--- src/rtl/ic74157_mux_core.sv ---
// ic74157_mux_core: quad 2:1 mux with output enable, registered copy and optional select/disable statistics (IC74157_STATS_EN)
module ic74157_mux_core #(
  parameter int WIDTH = 4,
  parameter int CNT_W = 8
) (
  input  logic             clk,
  input  logic             rst_n,
  input  logic             noe,
  input  logic             s,
  input  logic [WIDTH-1:0] i0,
  input  logic [WIDTH-1:0] i1,
  output logic [WIDTH-1:0] z,
  output logic [WIDTH-1:0] z_q,
  output logic [CNT_W-1:0] sel_changes,
  output logic [CNT_W-1:0] dis_cycles
);
  // noe wins over an unknown select, so a disabled output is always clean zero
  assign z = noe ? '0 : (s ? i1 : i0);
  always_ff @(posedge clk or negedge rst_n)
    if (!rst_n) z_q <= '0;
    else z_q <= z;
`ifdef IC74157_STATS_EN
  logic             s_d;
  logic [CNT_W-1:0] sel_changes_q, sel_changes_d;
  logic [CNT_W-1:0] dis_cycles_q, dis_cycles_d;
  always_comb begin
    sel_changes_d = (!noe && s != s_d && !(&sel_changes_q)) ? sel_changes_q + 1'b1 : sel_changes_q;
    dis_cycles_d  = (noe && !(&dis_cycles_q)) ? dis_cycles_q + 1'b1 : dis_cycles_q;
  end
  always_ff @(posedge clk or negedge rst_n)
    if (!rst_n) begin
      s_d           <= 1'b0;
      sel_changes_q <= '0;
      dis_cycles_q  <= '0;
    end else begin
      s_d           <= s;
      sel_changes_q <= sel_changes_d;
      dis_cycles_q  <= dis_cycles_d;
    end
  assign sel_changes = sel_changes_q;
  assign dis_cycles  = dis_cycles_q;
`else
  assign sel_changes = '0;
  assign dis_cycles  = '0;
`endif
endmodule

--- config.mk ---
export PLATFORM = sky130hd
export DESIGN_NAME = ic74157_mux_core
export DESIGN_NICKNAME = d
export VERILOG_FILES = /design/src/rtl/ic74157_mux_core.sv
export SDC_FILE = /design/constraint.sdc
export NUM_CORES = 1
export LEC_CHECK = 0
export CAP_MARGIN = 20
export CORE_AREA = 8 8 45 47
export CTS_CLUSTER_DIAMETER = 40
export DETAILED_ROUTE_END_ITERATION = 10
export DIE_AREA = 0 0 53 55
export DONT_BUFFER_PORTS = 1
export PLACE_DENSITY = 0.37
export REMOVE_ABC_BUFFERS = 1
export SYNTH_ARGS = -nofsm -noshare
export SYNTH_HDL_FRONTEND = slang
export SYNTH_SLANG_ARGS = --single-unit
--- constraint.sdc ---
create_clock -name clk -period 2.05 [get_ports clk]
set_input_delay 0.615 -clock clk [delete_from_list [all_inputs] [get_ports clk]]
set_output_delay 0.615 -clock clk [all_outputs]
set_load 0.03 [all_outputs]
==> flow_summary.yaml <==
pwr:
  p_leak_uw: 0.000169
  p_comb_share_pct: 25.9
  powerDensity_mw_per_mm2: 900
  power.internal_uw: 161
  clockPowerShare_pct: 36.7
  pwr-share-seq_pct: 37.4
  ir_drop_v: 0.000113
  netSwitchingPower_uw: 98.0
  p_sw_share_pct: 37.8
routing:
  drc: 0
  dr.pass1.iters: 2
  first_iter_violations: 1
  vias: 160
  viasPerCell: 3.14
  wirelength_um: 649
  ant_nets: 0
  wl_per_cell_um: 12.7
setup_path:
  max_stage_delay_ns: 0.18
  crit_required_ns: 1.43
  crit_type: "in -> out"
  arrival_ns: 1.02
  path_max_fanout: 4
  crit_buf_inv: 1
  path_cells: "mux2i_1 > nor2_1 > buf_4"
  path_delay_family: "buffers and inverters"
  crit_path_end_kind: "primary output"
  worst_path_max_delay_cell: "buf_4"
  startpoint_type: "primary input"
  crit_start: "s"
grt:
  antenna_found_initial: 0
  grtUsageTotal_pct: 3.77
  grt_max_degree: 5
  grt_pass1_vias: 184
  grt_pass1_wl_um: 724
  grt-ovfl-total: 0
cells_and_area:
  top_regs: "z_q (4)"
  layout-drive-gt1-share_pct: 20.0
  postLayoutCellArea_um2: 288
  syn_to_final_growth_pct: 1.32
  layout.cells.most_common: "conb_1"
  largest_register: "z_q"
  largest_reg_flops: 4
  fin_cells: 51
  fin_nets: 49
  num_antenna_cells: 0
  mostFrequentLayoutCells: "conb_1 (16), mux2i_1 (4), nor2_1 (4), buf_4 (4), dfrtp_1 (4)"
clocking:
  cts_buffers: 3
  numClockSinks: 4
  postCtsSetupBuffers: 0
  clock_path_buffers: 2
  htree_levels: 1
  ctsHoldBuffers: 0
  cts-resized-gates: 0
  cts_tree: "yes"
  cts_root_buf: "clkbuf_4"
  path_clk_slew_ns: 0.04
sta:
  setup_viol: 0
  fin_crit_sh_pct: 79.8
  report.final.slew_viol_count: 0
  finalHoldViolations: 0
  rsz0062_at_grt: "false"
  period_minus_slack_ns: 1.64
  timing.fmax_mhz: 612
  worst_slack_ns: 0.415
  finalSetupTns_ns: 0
yosys:
  ys_types: 6
  syn_inst: 30
  syn-mean-instance-area_um2: 9.47
  synth_area_um2: 284
  yosysWarnings: 0
  synth_sequential_area_ratio_pct: 35.2
  ys_ff_latch: 4
die:
  row_count: 14
  core-area_mm2: 0.00138
  start_util_pct: 20.5
  dieWidth_um: 53
  boundaryPins: 36
  die-area_mm2: 0.00292
  die_h_um: 55
worst_hold_path:
  hp-class: "in -> async"
placed_design:
  gp_congestion: 0.562
  pre_cts_slack_ns: 0.395
  port_buffers: 0
  postPlaceCellArea_um2: 265
  dp.cells: 48
run:
  drv_cap: 0
status:
  status: "finished clean"
power groups by stage:
| stage | Sequential [uW] | Clock [uW] | Combinational (uW) |
|---|---|---|---|
| after floorplan | 97.3 | 0 | 56.8 |
| after global placement | 97.9 | 0 | 66.4 |
| after detailed placement | 98.0 | 0 | 66.4 |
| after CTS | 96.9 | 101 | 66.4 |
| after global routing | 97.0 | 104 | 71.7 |
| final | 96.7 | 95.1 | 67.1 |
cell families after synthesis:
group                  Yosys count  synth area share [%]
muxes                            4                  14.1
other                            1                  1.32
and+or+nand+nor                  4                  5.28
buffers and inverters           17                  44.1
DFF                              4                  35.2
final timing paths:
check,to,cells after the start
hold / removal,z_q[0]$_DFF_PN0_,0
max in group asynchronous,z_q[3]$_DFF_PN0_,0
min in group clk,z_q[2]$_DFF_PN0_,1
setup / recovery,z[2],3
layer usage:
layer,vias to the layer above,wire length (um),GRT usage [%]
met4,0,0,6.47
met2,17,388,5.86
met1,73,144,2.43
met3,0,116,2.14
met5,-,0,0
li1,70,-,-
final cells by class:
class | instances | area, um2
Tap cell | 16 | 20.0
Sequential cell | 4 | 100
Fill cell | 164 | 1100
Timing Repair Buffer | 4 | 30.0
Clock buffer | 3 | 22.5
Multi-Input combinational cell | 24 | 115
Yosys cell counts:
cell type | n | area share [%]
conb_1 | 1 | 1.3
buf_4 | 16 | 42
dfrtp_1 | 4 | 35
nor2_1 | 4 | 5.3
clkbuf_2 | 1 | 1.8
mux2i_1 | 4 | 14
stage by stage:
stage / hold WS [ns] / util, % / power [uW]
floorplan: 0.319 / - / 154
global placement: 0.320 / 19.2 / 164
detailed placement: 0.320 / 19.2 / 164
CTS: 0.0686 / 20.8 / 265
global route: 0.0654 / 20.8 / 273
finish: 0.0795 / 20.8 / 259
(Power assumes the default switching activity.)
